===== src/rtl/cpu_pkg.sv =====
// Shared types and constants for the instruction-memory loader.
// With IM_LOADER_CKSUM_EN defined, the state enum gains ST_CKSUM.
package cpu_pkg;

  localparam logic [7:0] SYNC_BYTE = 8'hA5;
  localparam int         IM_DEPTH  = 1024;
  localparam int         IM_AW     = 10;

  typedef enum logic [2:0] {
    ST_IDLE,
    ST_LEN,
    ST_DATA,
`ifdef IM_LOADER_CKSUM_EN
    ST_CKSUM,
`endif
    ST_FIN
  } state_t;

  // A frame must carry at least one word and fit the instruction memory.
  function automatic logic len_ok(input logic [15:0] n);
    return (n != 16'd0) && (n <= 16'(IM_DEPTH));
  endfunction

endpackage


===== src/rtl/im_loader_if.sv =====
// Byte-stream input and instruction-memory write port of the loader.
// The host (master) drives bytes; the loader (slave) drives the memory port.
interface im_loader_if;
  logic [7:0]                in_data;
  logic                      in_valid;
  logic                      in_ready;
  logic                      im_we;
  logic [cpu_pkg::IM_AW-1:0] im_waddr;
  logic [31:0]               im_wdata;

  modport master (
    output in_data, in_valid,
    input  in_ready, im_we, im_waddr, im_wdata
  );

  modport slave (
    input  in_data, in_valid,
    output in_ready, im_we, im_waddr, im_wdata
  );
endinterface


===== src/rtl/im_word_asm.sv =====
// Byte-to-word shift register: packs four bytes big-endian into one word.
// last_o flags the byte that completes a word; word_o is valid the next cycle.
module im_word_asm (
  input  logic        clk,
  input  logic        rst,
  input  logic        byte_vld_i,
  input  logic [7:0]  byte_i,
  output logic [31:0] word_o,
  output logic        last_o
);

  logic [1:0]  cnt_q;
  logic [31:0] word_q;

  always_ff @(posedge clk) begin
    if (rst) begin
      cnt_q  <= 2'd0;
      word_q <= 32'd0;
    end else if (byte_vld_i) begin
      word_q <= {word_q[23:0], byte_i};
      cnt_q  <= cnt_q + 2'd1;
    end
  end

  assign last_o = byte_vld_i && (cnt_q == 2'd3);
  assign word_o = word_q;

endmodule


===== src/rtl/im_loader.sv =====
// Serial-frame loader: sync, 16-bit word count, data words -> instruction memory.
// Define IM_LOADER_CKSUM_EN to require a trailing XOR checksum byte.
module im_loader
  import cpu_pkg::*;
(
  input  logic         clk,
  input  logic         rst,
  im_loader_if.slave   bus,
  output logic         cpu_hold,
  output logic         done,
  output logic         err
);

  state_t      state_q;
  logic        we_q, cpu_hold_q, done_q, err_q, len_ph_q;
  logic [7:0]  len_hi_q;
  logic [10:0] len_q, cnt_q, cnt_inc;
  logic [15:0] len_full;
  logic        accept, last_byte;
  logic [31:0] word;
`ifdef IM_LOADER_CKSUM_EN
  logic [7:0]  xor_q;
`endif

  // Ready drops during the write cycle so the next byte waits for the new word slot.
  assign bus.in_ready = !rst && !we_q && (state_q != ST_FIN);
  assign accept       = bus.in_valid && bus.in_ready;
  assign cnt_inc      = cnt_q + 11'd1;
  assign len_full     = {len_hi_q, bus.in_data};

  im_word_asm u_asm (
    .clk        (clk),
    .rst        (rst),
    .byte_vld_i (accept && (state_q == ST_DATA)),
    .byte_i     (bus.in_data),
    .word_o     (word),
    .last_o     (last_byte)
  );

  assign bus.im_we    = we_q && !rst;
  assign bus.im_waddr = cnt_q[IM_AW-1:0];
  assign bus.im_wdata = word;
  assign cpu_hold     = cpu_hold_q;
  assign done         = done_q;
  assign err          = err_q;

  always_ff @(posedge clk) begin
    if (rst) begin
      state_q    <= ST_IDLE;
      we_q       <= 1'b0;
      cpu_hold_q <= 1'b0;
      done_q     <= 1'b0;
      err_q      <= 1'b0;
      len_ph_q   <= 1'b0;
      len_hi_q   <= 8'd0;
      len_q      <= 11'd0;
      cnt_q      <= 11'd0;
`ifdef IM_LOADER_CKSUM_EN
      xor_q      <= 8'd0;
`endif
    end else begin
      done_q <= 1'b0;
      case (state_q)
        ST_IDLE: begin
          cpu_hold_q <= 1'b0;
          if (accept && (bus.in_data == SYNC_BYTE)) begin
            state_q    <= ST_LEN;
            cpu_hold_q <= 1'b1;
            err_q      <= 1'b0;
            len_ph_q   <= 1'b0;
            cnt_q      <= 11'd0;
`ifdef IM_LOADER_CKSUM_EN
            xor_q      <= 8'd0;
`endif
          end
        end
        ST_LEN: begin
          if (accept) begin
            if (!len_ph_q) begin
              len_hi_q <= bus.in_data;
              len_ph_q <= 1'b1;
            end else if (len_ok(len_full)) begin
              len_q   <= len_full[10:0];
              state_q <= ST_DATA;
            end else begin
              err_q   <= 1'b1;
              state_q <= ST_IDLE;
            end
          end
        end
        ST_DATA: begin
          // The 11-bit count reaches N = 1024 without wrapping.
          if (we_q) begin
            we_q  <= 1'b0;
            cnt_q <= cnt_inc;
            if (cnt_inc == len_q) begin
`ifdef IM_LOADER_CKSUM_EN
              state_q <= ST_CKSUM;
`else
              state_q <= ST_FIN;
              done_q  <= 1'b1;
`endif
            end
          end else if (accept) begin
`ifdef IM_LOADER_CKSUM_EN
            xor_q <= xor_q ^ bus.in_data;
`endif
            if (last_byte) we_q <= 1'b1;
          end
        end
`ifdef IM_LOADER_CKSUM_EN
        ST_CKSUM: begin
          if (accept) begin
            if (bus.in_data == xor_q) begin
              state_q <= ST_FIN;
              done_q  <= 1'b1;
            end else begin
              err_q   <= 1'b1;
              state_q <= ST_IDLE;
            end
          end
        end
`endif
        ST_FIN: begin
          cpu_hold_q <= 1'b0;
          state_q    <= ST_IDLE;
        end
        default: state_q <= ST_IDLE;
      endcase
    end
  end

endmodule

===== src/flat_wrapper.sv =====
// flat-port wrapper written by rule: the top's interface ports become plain ports
module im_loader_flat import cpu_pkg::*;
  (clk, rst, cpu_hold, done, err, bus_in_data, bus_in_valid, bus_in_ready, bus_im_we, bus_im_waddr, bus_im_wdata);
  im_loader_if bus_i ();
  input  logic clk;
  input  logic rst;
  output logic cpu_hold;
  output logic done;
  output logic err;
  input wire logic [$bits(bus_i.in_data)-1:0] bus_in_data;
  input wire logic [$bits(bus_i.in_valid)-1:0] bus_in_valid;
  output wire logic [$bits(bus_i.in_ready)-1:0] bus_in_ready;
  output wire logic [$bits(bus_i.im_we)-1:0] bus_im_we;
  output wire logic [$bits(bus_i.im_waddr)-1:0] bus_im_waddr;
  output wire logic [$bits(bus_i.im_wdata)-1:0] bus_im_wdata;
  assign bus_i.in_data = bus_in_data;
  assign bus_i.in_valid = bus_in_valid;
  assign bus_in_ready = bus_i.in_ready;
  assign bus_im_we = bus_i.im_we;
  assign bus_im_waddr = bus_i.im_waddr;
  assign bus_im_wdata = bus_i.im_wdata;
  im_loader u_core (.clk(clk), .rst(rst), .bus(bus_i), .cpu_hold(cpu_hold), .done(done), .err(err));
endmodule

===== config.mk =====
export PLATFORM = sky130hd
export DESIGN_NAME = im_loader_flat
export DESIGN_NICKNAME = d
export VERILOG_FILES = /design/src/rtl/cpu_pkg.sv /design/src/rtl/im_loader_if.sv /design/src/rtl/im_word_asm.sv /design/src/rtl/im_loader.sv /design/src/flat_wrapper.sv
export SDC_FILE = /design/constraint.sdc
export NUM_CORES = 1
export LEC_CHECK = 0
export CORE_MARGIN = 5
export CORE_UTILIZATION = 35
export DETAILED_ROUTE_END_ITERATION = 8
export DONT_BUFFER_PORTS = 1
export PLACE_DENSITY = 0.59
export SLEW_MARGIN = 20
export SYNTH_ARGS = -nofsm -noshare
export SYNTH_HDL_FRONTEND = slang
export SYNTH_SLANG_ARGS = --single-unit

===== constraint.sdc =====
create_clock -name clk -period 3.4 [get_ports clk]
set_input_delay 0.51 -clock clk [delete_from_list [all_inputs] [get_ports clk]]
set_output_delay 0.51 -clock clk [all_outputs]
set_load 0.005 [all_outputs]

==> results of run 1 <==
-- path summary, 6_finish.rpt --
check                                  to  slack, ns  cells after the start
setup / recovery        u_core.state_q[0]       0.73                      8
hold / removal    u_core.u_asm.word_o[28]       0.23                      1
setup reg to reg        u_core.state_q[0]       0.73                      8
hold reg to reg   u_core.u_asm.word_o[28]       0.47                      2
-- final cells by class --
class,count,share of cell area
multi-input cells,276,0.4701
repair buffers,2,0.004459
clock inverters,6,0.02081
well taps,108,0.04013
flip-flops and latches,71,0.4221
clock buffers,10,0.03790
inverters,4,0.004459
-- critical path: stages (launching register included) --
cell and delay [ns]:
dfxtp_1 0.47, ha_1 0.31, nand3_1 0.17, or3_1 0.40, a2111oi_2 0.35, o2111ai_1 0.15
or3_4 0.37, a21oi_2 0.18, mux2i_1 0.19
-- cell families (layout without fill, tap and decap cells) --
group / Yosys count / in the layout / synth area share
AND/OR/NAND/NOR: 162 / 162 / 0.2375
flip-flops: 71 / 71 / 0.4474
AO/OA/AOI/OAI: 69 / 69 / 0.1213
buffers and inverters: 36 / 22 / 0.05435
multiplexers: 21 / 21 / 0.06617
XOR/XNOR: 18 / 18 / 0.04963
adder cells (fa/ha/maj): 6 / 6 / 0.02363
-- stage by stage --
stage          hold WS [ns]  instances  cell area [sq um]
2_1_floorplan        0.4400        383               3177
3_3_place_gp         0.4413        461               3169
3_5_place_dp         0.4466        461               3169
4_1_cts              0.2174        477               3367
5_1_grt              0.2047        477               3367
6_report             0.2287        477               3367
-- synth_stat cells --
master / count / share of area
nand2_1: 76 / 0.090
dfxtp_1: 71 / 0.45
a21oi_1: 45 / 0.071
nor2_1: 43 / 0.051
mux2i_1: 21 / 0.066
clkbuf_1: 20 / 0.024
xnor2_1: 12 / 0.033
o21ai_0: 11 / 0.017
buf_4: 10 / 0.024
nand3_1: 7 / 0.011
nand3b_1: 7 / 0.017
and3_1: 6 / 0.012
ha_1: 6 / 0.024
xor2_1: 6 / 0.017
inv_1: 4 / 0.0047
nor3_1: 4 / 0.0063
a31oi_1: 3 / 0.0059
nand2b_1: 3 / 0.0059
nor4_1: 3 / 0.0059
a211oi_1: 2 / 0.0047
a22oi_1: 2 / 0.0047
buf_1: 2 / 0.0024
nor2b_1: 2 / 0.0039
or2_2: 2 / 0.0039
or3_1: 2 / 0.0039
a2111oi_2: 1 / 0.0047
a21boi_0: 1 / 0.0024
a21oi_2: 1 / 0.0028
a41oi_1: 1 / 0.0028
and2_1: 1 / 0.0020
and4_1: 1 / 0.0028
nand4_4: 1 / 0.0067
nand4b_1: 1 / 0.0028
nor4b_4: 1 / 0.0075
o2111ai_1: 1 / 0.0028
o211ai_1: 1 / 0.0024
or3_4: 1 / 0.0035
or4_1: 1 / 0.0024
-- state kept, by name (all words and copies together) (netlist names), 2 cells and up --
name,count
u_core.state_q,2
u_core.len_hi_q,8
u_core.u_asm.cnt_q,2
u_core.u_asm.word_o,32
u_core.len_q,11
u_core.cnt_q,11
-- where the power goes --
part | total [uW] | switching (uW) | internal [uW]
Clock | 680 | 336 | 344
Sequential | 835 | 2.09 | 833
Combinational | 29.2 | 18.0 | 11.2
-- per-layer routing --
| layer | part of all wire | global-route usage |
|---|---|---|
| met5 | 0 | 0 |
| met2 | 0.46 | 0.1988 |
| met3 | 0.072 | 0.05318 |
| met1 | 0.45 | 0.1720 |
| met4 | 0.012 | 0.05205 |
==> impl_metrics.ini, run 1 <==
[route]
wire_per_inst_um = 15.44
dr.pass1.iters = 4
routed_via_density = 5.157
vias = 2460
wirelength_um = 7366
drc = 0
drtIter0Drc = 172
antenna_left = 0

[worst_setup_path]
crit_required_ns = 3.67
crit_arrival_ns = 2.94
end_kind = flip-flop
cp_max_fo = 7
timing_worst_setup_path_type = reg -> reg
crit_path_start = u_core.cnt_q[0]
crit_path_start_kind = flip-flop
r2r_start = u_core.cnt_q[0]

[job]
max-cap-violations = 0

[die]
dieArea_sq_um = 11080
core-area_sq_um = 8763
io-pin-count = 58
die_w_um = 105.3
row_count = 34
start_util = 0.3625
fp.dieH_um = 105.3

[sta]
rsz0062_at_grt = false
post-route-period-util = 0.7845
slew_viol_final = 0
layout_min_cycle_time_ns = 2.667
max_freq_ghz = 0.3749
skew_ns = 0.009617
hold_viol_final = 0
relSlewSlack = 0.2585
worstMarginPinSlew_ns = 1.110
setup_viol = 0
setup_tns_ns = 0
layout_setup_ws_ns = 0.7327

[global_routing]
grt_max_degree = 73
grt_use_total = 0.1332
overflow = 0
grt_pass1_vias = 2189
grt_pass1_wl_um = 11940
antenna_found_initial = 0

[final_layout]
final_core_util = 0.3842
multi_input_area_sq_um = 1583
layout-drive-gt1-share = 0.06504
mostFrequentLayoutCell = nand2_1
diodes = 0
final_cell_mix = 76 x nand2_1, 71 x dfxtp_1, 45 x a21oi_1
seq_area_sq_um = 1421
syn_to_final_growth_pct = 5.987
nets = 381
fill_cells = 907

[power_and_ir_drop]
ir_drop_v = 0.0002086
total_power_uw = 1544
power_density_nw_per_um2 = 458.7
cellLeakagePower_uw = 0.001212

[clocking]
path_clk_slew_ns = 0.08
cts_root_buf = clkbuf_8
cts_resized = 0
cts_tree = built
cts.sinks = 71
cts_hold_buf = 0
clk_latency_ns = 0.34
cts_buffers = 9
post_cts_buffers = 0
cts_max_path_buffers = 2
h-tree-depth = 3

[yosys]
syn_area_sq_um = 3177
ys_ff_latch = 71
syn-num-nets = 400
synth.yosys.seq_area_share = 0.4474
synthCells = 383
synth_cell_types = 38
syn_area_per_cell_sq_um = 8.295
ys.warnings.count = 0

[place]
hpwl_um = 5026
placement.io_buffers = 0
globalplace.congestion = 0.8295
pre_cts_slack_ns = 0.7425

[min_path]
hp-class = in -> reg
min-delay-start = rst

[run_status]
outcome = completed
Power figures use the tool's default switching activity.
==> run 2: changes to the inputs <==
--- a/config.mk
+++ b/config.mk
@@ -9,7 +9,7 @@
 export CORE_UTILIZATION = 35
 export DETAILED_ROUTE_END_ITERATION = 8
 export DONT_BUFFER_PORTS = 1
-export PLACE_DENSITY = 0.59
+export PLACE_DENSITY = 0.61
 export SLEW_MARGIN = 20
 export SYNTH_ARGS = -nofsm -noshare
 export SYNTH_HDL_FRONTEND = slang
==> constraint.sdc (replaced) <==
create_clock -name clk -period 2.4 [get_ports clk]
set_input_delay 0.36 -clock clk [delete_from_list [all_inputs] [get_ports clk]]
set_output_delay 0.36 -clock clk [all_outputs]
set_load 0.005 [all_outputs]
==> impl_metrics.ini, run 2 (synthesis gave the netlist of run 1 again) <==
[final_layout]
diodes = 0
nets = 396
multi_input_area_sq_um = 1623
mostFrequentLayoutCell = nand2_1
final_cell_mix = 76 x nand2_1, 71 x dfxtp_1, 45 x a21oi_1
layout-drive-gt1-share = 0.1123
fill_cells = 885
final_core_util = 0.4041
largest_reg_flops = 32
syn_to_final_growth_pct = 11.46
seq_area_sq_um = 1421
stdcell_count = 491

[min_path]
worstHoldEndpoint = u_core.cpu_hold
min-delay-start = rst
hp-class = in -> reg
worstHoldPathCells = 1

[die]
core-area_sq_um = 8763
start_util = 0.3625
row_count = 34
io-pin-count = 58
die_w_um = 105.3
fp.dieH_um = 105.3
dieArea_sq_um = 11080

[clocking]
post_cts_buffers = 0
cts_hold_buf = 0
cts.sinks = 71
cts_tree = built
cts_max_path_buffers = 2
path_clk_slew_ns = 0.07
h-tree-depth = 3
cts_buffers = 9
clk_latency_ns = 0.35
cts_root_buf = clkbuf_8

[worst_setup_path]
cp_max_fo = 2
crit_slowest_cell = or3_4
cp_num_buf_inv = 0
end_kind = flip-flop
cp_slowest_stage_delay_ns = 0.39
cp_cell_sequence = ha_1 -> nand3_1 -> or3_4 -> a2111oi_4 -> o2111ai_1 -> or3_4 -> a21oi_4 -> mux2i_1
crit_required_ns = 2.67
critical_path.top_delay_family = simple AND/OR/NAND/NOR gates
cpMostUsedCell = or3_4
rr_worst_depth = 8
timing_worst_setup_path_type = reg -> reg
rr_endpoint = u_core.state_q[0]
crit_path_start_kind = flip-flop
crit_arrival_ns = 2.61
r2r_slack_ns = 0.06
r2r_start = u_core.cnt_q[0]

[sta]
rsz0062_at_grt = true
layout_min_cycle_time_ns = 2.341
post-route-period-util = 0.9753
hold_viol_final = 0
worstMarginPinSlew_ns = 0.8508
max_freq_ghz = 0.4272
layout_setup_ws_ns = 0.05934
slew_viol_final = 0
relSlewSlack = 0.4303
setup_viol = 0
skew_ns = 0.006990

[place]
dp.cells = 476
pre_cts_slack_ns = 0.07634
hpwl_um = 5254
globalplace.congestion = 0.7749
placement.io_buffers = 0

[power_and_ir_drop]
p_clk_frac = 0.465
pwr-share-comb = 0.021
cellLeakagePower_uw = 0.001305
seqPwrFrac = 0.515
switching_power_uw = 489.7
p_int_uw = 1808
power_density_nw_per_um2 = 649.0
netSwitchingFraction = 0.2131
ir_drop_v = 0.0002620

[global_routing]
grt_pass1_wl_um = 12450
grt_use_total = 0.1380
grt_max_degree = 73
grt_pass1_vias = 2332
overflow = 0
antenna_found_initial = 0

[route]
vias = 2498
antenna_left = 0
drc = 0
drtIter0Drc = 201
wire_per_inst_um = 15.40
routed_via_density = 5.088
wirelength_um = 7562
dr.pass1.iters = 4

[job]
max-cap-violations = 0

[run_status]
outcome = completed
run 2: worst register-to-register path: stages (launching register included):
cell	delay, ns
dfxtp_1	0.34
ha_1	0.18
nand3_1	0.10
or3_4	0.39
a2111oi_4	0.34
o2111ai_1	0.15
or3_4	0.37
a21oi_4	0.19
mux2i_1	0.21
run 2: through the flow:
stage,area [sq um],setup TNS [ns],power [uW],hold slack [ns]
finish,3541,0,2298,0.08193
detailed placement,3282,0,1254,0.4451
global route,3541,-0.1088,2372,0.06470
CTS,3501,0,2316,0.06633
floorplan,3177,0,1259,0.4400
global placement,3282,0,1253,0.4380
run 2: timing repair:
item / CTS / global route
endpoints found under the hold margin: 0 / 0
setup endpoints to repair: 0 / 8
gates resized for setup: 0 / 6
run 2: metal layers:
metal  part of all wire  vias up  global-route usage
met5                  0        -                   0
met4              0.011        0             0.05479
met3              0.078        6             0.05012
met2               0.49       65              0.2136
met1               0.43     1155              0.1747
li1                   -     1272                   -
run 2: cell type report:
type / instances / share of cell area
Timing Repair Buffer: 17 / 0.03604
Clock inverter: 5 / 0.02297
Tap cell: 108 / 0.03816
Multi-Input combinational cell: 276 / 0.4583
Clock buffer: 10 / 0.03887
Sequential cell: 71 / 0.4014
Inverter: 4 / 0.004240
run 2: power by group through the flow:
stage | sequential, uW | clock (uW) | combinational (uW)
after CTS | 1180 | 1090 | 43.6
after floorplan | 1210 | 0 | 49.4
final | 1180 | 1070 | 47.6
after detailed placement | 1210 | 0 | 43.0
after global placement | 1210 | 0 | 42.9
after global routing | 1180 | 1140 | 53.4
run 2: how the worst max path moves through the flow:
stage	slack [ns]	from	endpoint	cells after the start
final	0.06	u_core.cnt_q[0]	u_core.state_q[0]	8
after CTS	0.06	u_core.state_q[0]	u_core.state_q[1]	8
after global routing	-0.09	u_core.cnt_q[0]	u_core.state_q[0]	8
after global placement	0.17	u_core.cnt_q[0]	u_core.state_q[0]	8
after floorplan	0.009	u_core.cnt_q[0]	u_core.state_q[0]	8
after detailed placement	0.08	u_core.state_q[0]	u_core.state_q[1]	8
==> run 3: changes to the inputs <==
--- a/config.mk
+++ b/config.mk
@@ -9,7 +9,8 @@
 export CORE_UTILIZATION = 35
 export DETAILED_ROUTE_END_ITERATION = 8
 export DONT_BUFFER_PORTS = 1
-export PLACE_DENSITY = 0.61
+export GPL_ROUTABILITY_DRIVEN = 0
+export PLACE_DENSITY = 0.59
 export SLEW_MARGIN = 20
 export SYNTH_ARGS = -nofsm -noshare
 export SYNTH_HDL_FRONTEND = slang
==> constraint.sdc (replaced) <==
create_clock -name clk -period 2.6 [get_ports clk]
set_input_delay 0.39 -clock clk [delete_from_list [all_inputs] [get_ports clk]]
set_output_delay 0.39 -clock clk [all_outputs]
set_load 0.005 [all_outputs]
==> impl_metrics.ini, run 3 (synthesis gave the netlist of run 1 again) <==
[sta]
skew_ns = 0.01157
relSlewSlack = 0.3923
setup_tns_ns = 0
layout_min_cycle_time_ns = 2.397
fin_hold_ws_ns = 0.1231
worstMarginPinSlew_ns = 0.9076
hold_viol_final = 0
rsz0062_at_grt = false
post-route-period-util = 0.9218
slew_viol_final = 0
setup_viol = 0
max_freq_ghz = 0.4172

[place]
hpwl_um = 5245
placement.io_buffers = 0

[final_layout]
largest_reg_flops = 32
final_core_util = 0.3942
layout-drive-gt1-share = 0.09737
mostFrequentLayoutCell = nand2_1
diodes = 0
final_cell_mix = 76 x nand2_1, 70 x dfxtp_1, 45 x a21oi_1
syn_to_final_growth_pct = 8.743
nets = 393

[die]
row_count = 34
start_util = 0.3625
core-area_sq_um = 8763
io-pin-count = 58
die_w_um = 105.3
dieArea_sq_um = 11080
fp.dieH_um = 105.3

[global_routing]
grt_max_degree = 73
antenna_found_initial = 0
grt_use_total = 0.1342
grt_pass1_vias = 2299
grt_pass1_wl_um = 12060
overflow = 0

[worst_setup_path]
end_kind = flip-flop
crit_path_start = u_core.cnt_q[1]
cp_num_buf_inv = 0
cp_cell_sequence = ha_1 -> nand3_1 -> or3_1 -> a2111oi_2 -> o2111ai_1 -> or3_4 -> a21oi_2 -> mux2i_1
r2r_slack_ns = 0.20
crit_required_ns = 2.88
cp_max_fo = 5
crit_arrival_ns = 2.68
crit_slowest_cell = dfxtp_2
crit_path_start_kind = flip-flop
critical_path.top_delay_family = simple AND/OR/NAND/NOR gates
r2r_start = u_core.cnt_q[1]
timing_worst_setup_path_type = reg -> reg
cp_slowest_stage_delay_ns = 0.38

[power_and_ir_drop]
power_density_nw_per_um2 = 584.4
cellLeakagePower_uw = 0.001280
ir_drop_v = 0.0001911

[route]
antenna_left = 0
wire_per_inst_um = 15.47
drtIter0Drc = 217
drc = 0
routed_via_density = 5.119
vias = 2498
dr.pass1.iters = 4
wirelength_um = 7550

[clocking]
path_clk_slew_ns = 0.08
cts_tree = built
h-tree-depth = 3
clk_latency_ns = 0.35
cts_buffers = 9
cts.sinks = 71
post_cts_buffers = 0
cts_hold_buf = 0
cts_root_buf = clkbuf_8
cts_max_path_buffers = 2

[min_path]
hp-class = in -> reg
min-delay-start = rst

[job]
max-cap-violations = 0

[run_status]
outcome = completed
-- run 3: per-layer routing --
layer / GRT usage / part of all wire / up-vias
met4: 0.04932 / 0.014 / 0
met2: 0.1971 / 0.46 / 56
met3: 0.05623 / 0.068 / 10
li1: - / - / 1264
met5: 0 / 0 / -
met1: 0.1758 / 0.46 / 1168
-- run 3: final timing paths --
path | to | cells past startpoint
hold reg to reg | u_core.u_asm.cnt_q[1] | 2
setup / recovery | u_core.state_q[0] | 8
hold / removal | u_core.cpu_hold | 1
setup reg to reg | u_core.state_q[0] | 8
-- run 3: cell type report --
cell class	instances	area [sq um]
fillers	889	5309
multi-input cells	276	1583
flip-flops and latches	71	1423
clock buffers	10	137.6
well taps	108	135.1
repair buffers	14	105.1
clock inverters	5	56.30
inverters	4	15.01
-- run 3: repair_timing --
action | 4_1_cts | 5_1_grt
resized for setup | 0 | 1
endpoints found under the setup margin | 0 | 1
hold endpoints to repair | 0 | 0
-- run 3: metrics by stage --
| step | setup slack (ns) | power [uW] | instance area [sq um] | instances |
|---|---|---|---|---|
| 2_1_floorplan | 0.2089 | 1162 | 3177 | 383 |
| 3_3_place_gp | 0.2507 | 1156 | 3259 | 473 |
| 3_5_place_dp | 0.1441 | 1157 | 3259 | 473 |
| 4_1_cts | 0.1385 | 2033 | 3453 | 488 |
| 5_1_grt | 0.05677 | 2092 | 3455 | 488 |
| 6_report | 0.2033 | 2019 | 3455 | 488 |
-- run 3: power breakdown --
part           switching (uW)  internal (uW)  total [uW]
registers                2.72           1090        1090
logic                    24.3           15.7        40.0
clock network             423            464         887
